**config.mk**
```make
export PLATFORM = sky130hd
export DESIGN_NAME = router_sync_nch
export DESIGN_NICKNAME = d
export VERILOG_FILES = /design/src/rtl/router_sync_nch.sv
export SDC_FILE = /design/constraint.sdc
export NUM_CORES = 1
export LEC_CHECK = 0
export ABC_AREA = 1
export CAP_MARGIN = 20
export CORE_MARGIN = 3
export CORE_UTILIZATION = 45
export CTS_BUF_LIST = sky130_fd_sc_hd__clkbuf_16
export DETAILED_ROUTE_END_ITERATION = 10
export GPL_ROUTABILITY_DRIVEN = 0
export PLACE_DENSITY = 0.75
export SETUP_SLACK_MARGIN = 0.4
export SLEW_MARGIN = 10
export SYNTH_ARGS = -nofsm -noshare
export SYNTH_HDL_FRONTEND = slang
export SYNTH_SLANG_ARGS = --single-unit
```
**constraint.sdc**
```tcl
create_clock -name clk -period 1.2 [get_ports clk]
set_clock_uncertainty 0.05 [all_clocks]
set_input_delay 0.24 -clock clk [delete_from_list [all_inputs] [get_ports clk]]
set_output_delay 0.24 -clock clk [all_outputs]
set_load 0.01 [all_outputs]
```
**src/rtl/router_sync_nch.sv**
```systemverilog
// Router synchroniser: captures the destination address, steers write enable and full flag,
// and raises per-channel soft resets on stalled FIFOs. Optional macro: SYNC_TIMEOUT_PROG_EN.
module router_sync_nch #(
    parameter int unsigned NUM_CH  = 3,
    parameter int unsigned ADDR_W  = 2,
    parameter int unsigned TIMEOUT = 30,
    parameter int unsigned CNT_W   = 6
) (
    input  logic              clk,
    input  logic              rst,
    input  logic [ADDR_W-1:0] din,
    input  logic              detect_addr,
    input  logic              wr_en_reg,
    input  logic [NUM_CH-1:0] full,
    input  logic [NUM_CH-1:0] empty,
    input  logic [NUM_CH-1:0] rd_en,
`ifdef SYNC_TIMEOUT_PROG_EN
    input  logic [CNT_W-1:0]  timeout_cfg,
`endif
    output logic [NUM_CH-1:0] wr_en,
    output logic              fifo_full,
    output logic [NUM_CH-1:0] vld_out,
    output logic [NUM_CH-1:0] soft_reset,
    output logic              addr_err
);

    localparam logic [ADDR_W:0]  NumChL   = (ADDR_W + 1)'(NUM_CH);
    localparam logic [CNT_W-1:0] TimeoutL = CNT_W'(TIMEOUT);

    logic [ADDR_W-1:0] addr_q, addr_d;
    logic              addr_err_q, addr_err_d;
    logic              addr_ok;
    logic [CNT_W-1:0]  thr, thr_m1;
    logic [CNT_W-1:0]  cnt_q [NUM_CH];
    logic [CNT_W-1:0]  cnt_d [NUM_CH];
    logic [NUM_CH-1:0] soft_q, soft_d;

    // Address capture
    always_comb begin
        addr_d     = addr_q;
        addr_err_d = 1'b0;
        if (detect_addr) begin
            addr_d     = din;
            addr_err_d = !({1'b0, din} < NumChL);
        end
    end

    always_ff @(posedge clk or negedge rst) begin
        if (!rst) begin
            addr_q     <= '0;
            addr_err_q <= 1'b0;
        end else begin
            addr_q     <= addr_d;
            addr_err_q <= addr_err_d;
        end
    end

    // Out-of-range addresses select nothing, so the packet is dropped by the FIFOs
    always_comb begin
        addr_ok   = ({1'b0, addr_q} < NumChL);
        wr_en     = '0;
        fifo_full = 1'b0;
        for (int i = 0; i < NUM_CH; i++) begin
            if (addr_ok && (addr_q == ADDR_W'(i))) begin
                wr_en[i]  = wr_en_reg;
                fifo_full = full[i];
            end
        end
    end

    assign vld_out = ~empty;

    always_comb begin
`ifdef SYNC_TIMEOUT_PROG_EN
        thr = (timeout_cfg >= CNT_W'(2)) ? timeout_cfg : TimeoutL;
`else
        thr = TimeoutL;
`endif
        thr_m1 = thr - CNT_W'(1);
    end

    // >= rather than == so a live threshold decrease fires on the next idle cycle
    always_comb begin
        soft_d = '0;
        for (int i = 0; i < NUM_CH; i++) begin
            cnt_d[i] = cnt_q[i];
            if (empty[i] || rd_en[i]) begin
                cnt_d[i] = '0;
            end else if (cnt_q[i] >= thr_m1) begin
                cnt_d[i]  = '0;
                soft_d[i] = 1'b1;
            end else begin
                cnt_d[i] = cnt_q[i] + CNT_W'(1);
            end
        end
    end

    always_ff @(posedge clk or negedge rst) begin
        if (!rst) begin
            for (int i = 0; i < NUM_CH; i++) begin
                cnt_q[i] <= '0;
            end
            soft_q <= '0;
        end else begin
            for (int i = 0; i < NUM_CH; i++) begin
                cnt_q[i] <= cnt_d[i];
            end
            soft_q <= soft_d;
        end
    end

    assign soft_reset = soft_q;
    assign addr_err   = addr_err_q;

endmodule

```
==> reports/qor.yml <==
worst_setup_path:
  crit_arrival_ps: 1090
  critical_path.startpoint: "addr_q[0]"
  critPathCaptureType: "output pin"
  path_max_fanout: 4
  r2r_start: "cnt_q[13]"
  required_ps: 910
  critPathLaunchType: "flop"
  path_class: "reg2out"
die:
  num_rows: 18
  dieWidth_um: 58.5
  io_pins: 26
  core-area_sq_mm: 0.00254
  die_y_um: 58.5
  dieArea_sq_mm: 0.00343
  initial_utilization_pct: 48.8
pwr:
  powerDensity_mw_per_mm2: 959
  peakVddDrop_mv: 1.35
  p_leak_nw: 0.906
grt:
  grt_overflow: 0
  grt_pass1_vias: 1115
  grt_pass1_wl_um: 4800
  antenna_found_initial: 0
  grt_usage_pct: 18.5
  grt_max_degree: 25
logic_synthesis:
  ys_seq_area_share_pct: 48.3
  synth_area_leader_cell: "dfrtp_1"
  synth_area_sq_mm: 0.00124
  yosys_warnings: 0
  synth_cell_types: 18
  syn_nets: 177
  synth_common_cells: "nand2_1, inv_1, dfrtp_1, nor2_1, nand3_1"
  ys_ff_latch: 24
  ys_async_sr_fraction_pct: 100
  synth.most_common_cell: "nand2_1"
  synth_area_per_cell_sq_um: 8.12
  synth_edf_count: 0
  synthFlopType: "dfrtp_1"
  synth_top_cell_area_share_pct: 48.3
  synth_cells: 153
  synth_area_leaders: "dfrtp_1, nand2_1, ha_1, inv_1, nor2_1"
layout:
  insertedDiodeCount: 0
  postLayoutCoreUtil_pct: 77.0
  syn_to_final_growth_pct: 57.8
  n_fill_cell: 157
  drive_above_1_share_pct: 50.8
  nets: 222
clock_network:
  cts.path.max_buffers: 2
  clk_pin_slew_ps: 60
  cts.sinks: 24
  root_buffer: "clkbuf_16"
  clk_latency_ps: 260
  holdBufCountCts: 0
  cts_buffers: 3
  cts_max_level: 1
  cts_tree: "yes"
sta:
  setup_viol: 5
  finalWorstSetupSlack_ps: -177
  slew_headroom_pct: 79.7
  fmax_mhz: 726
  timing.final.crit_share_pct: 115
  max_slew.worst_pin.slew_ps: 305
  rsz0062_at_grt: "yes"
  tns_ps: -660
  maxSlewViolCount: 0
  finalCriticalPeriod_ps: 1380
  hold_viol_final: 0
detailed_routing:
  vias: 1154
  drtIter0Drc: 29
  vias_per_cell: 5.08
  ant_nets: 0
  drtPass1Iterations: 4
  wirelength_um: 3080
  drc: 0
  wl_per_cell_um: 13.6
job:
  drv_cap: 0
run_status:
  violations: "setup timing"
  status: "finished with violations"
min_path:
  hold_path.class: "in2async"
place:
  port-buffer-count: 25
  hpwl_um: 1770
[where the power goes]
part           leakage, nW  switching, mW  total [mW]  internal, mW
registers            0.320         0.0277       0.856         0.828
clock network       0.0385          0.287       0.733         0.446
logic                0.547          0.139       0.292         0.153
[metrics by stage]
stage                     instances  area [sq um]  hold WS, ps  setup slack, ps  power (mW)
after floorplan                 153          1300         -106              120       0.943
after global placement          213          1640          439             -566        1.07
after detailed placement        213          1640          480             -604        1.08
after CTS                       226          1830          250             -163        1.84
after global routing            227          1960          308             -214        1.95
final                           227          1960          273             -177        1.88
[cell families (layout without fill, tap and decap cells)]
kind of cell | count (synthesis) | after routing | synth area share (%)
buffers and inverters | 29 | 73 | 8.76
XOR/XNOR | 1 | 1 | 0.705
AO/OA/AOI/OAI | 5 | 5 | 2.92
flip-flops | 24 | 24 | 48.3
adder cells (fa/ha/maj) | 9 | 9 | 9.06
AND/OR/NAND/NOR | 85 | 85 | 30.2
[final timing paths]
path                                 endpoint  depth (start not counted)  slack (ps)
worst max-delay path                fifo_full                          4        -180
worst min-delay path            soft_reset[1]                          2         270
worst max register to register      cnt_q[12]                          7         -10
worst min register to register  soft_reset[0]                          2         510
max in group asynchronous            cnt_q[0]                          2         660
min in group clk                soft_reset[2]                          3         280
[layout by cell type (no fill, tap or decap), types with 5 or more instances in the layout]
| cell type | netlist | final |
|---|---|---|
| dfrtp_2 | 0 | 6 |
| dfrtp_1 | 24 | 18 |
| nor2_2 | 1 | 11 |
| ha_4 | 0 | 8 |
| inv_1 | 29 | 15 |
| clkdlybuf4s50_1 | 0 | 9 |
| nor2_1 | 24 | 9 |
| buf_2 | 0 | 12 |
| nand2_1 | 32 | 26 |
| buf_6 | 0 | 5 |
| nor2_4 | 0 | 5 |
| nand3_1 | 17 | 13 |
| buf_4 | 0 | 11 |
| inv_2 | 0 | 13 |
[worst max-delay path: stages, from the launching register on]
cell,delay (ps)
dfrtp_2,440
inv_2,110
nand3_1,90
nand3_2,90
buf_6,100
[layout make-up]
| class | instances | area, sq um | area share, % |
|---|---|---|---|
| Clock buffer | 3 | 75.1 | 3.83 |
| Multi-Input combinational cell | 100 | 798 | 40.7 |
| Timing Repair Buffer | 40 | 327 | 16.7 |
| Tap cell | 30 | 37.5 | 1.91 |
| Sequential cell | 24 | 608 | 31.0 |
| Inverter | 29 | 111 | 5.68 |
| Clock inverter | 1 | 3.75 | 0.191 |
[layer usage]
layer | track usage (%) | routed length, um
met1 | 20.4 | 1230
met2 | 34.3 | 1640
met3 | 5.04 | 123
met4 | 5.63 | 77
met5 | 0 | 0
[flip-flops by register name, summed over array words and instances, names as in the netlist]
signal and flops:
addr_err 1, addr_q 2, cnt_q 18, soft_reset 3
[repair_timing]
item | CTS | global route
endpoints found under the setup margin | 35 | 34
pin swaps | 11 | 11
setup buffers | 9 | 1
gates resized for setup | 91 | 36
Note: power is estimated with default switching activity, not from simulation.
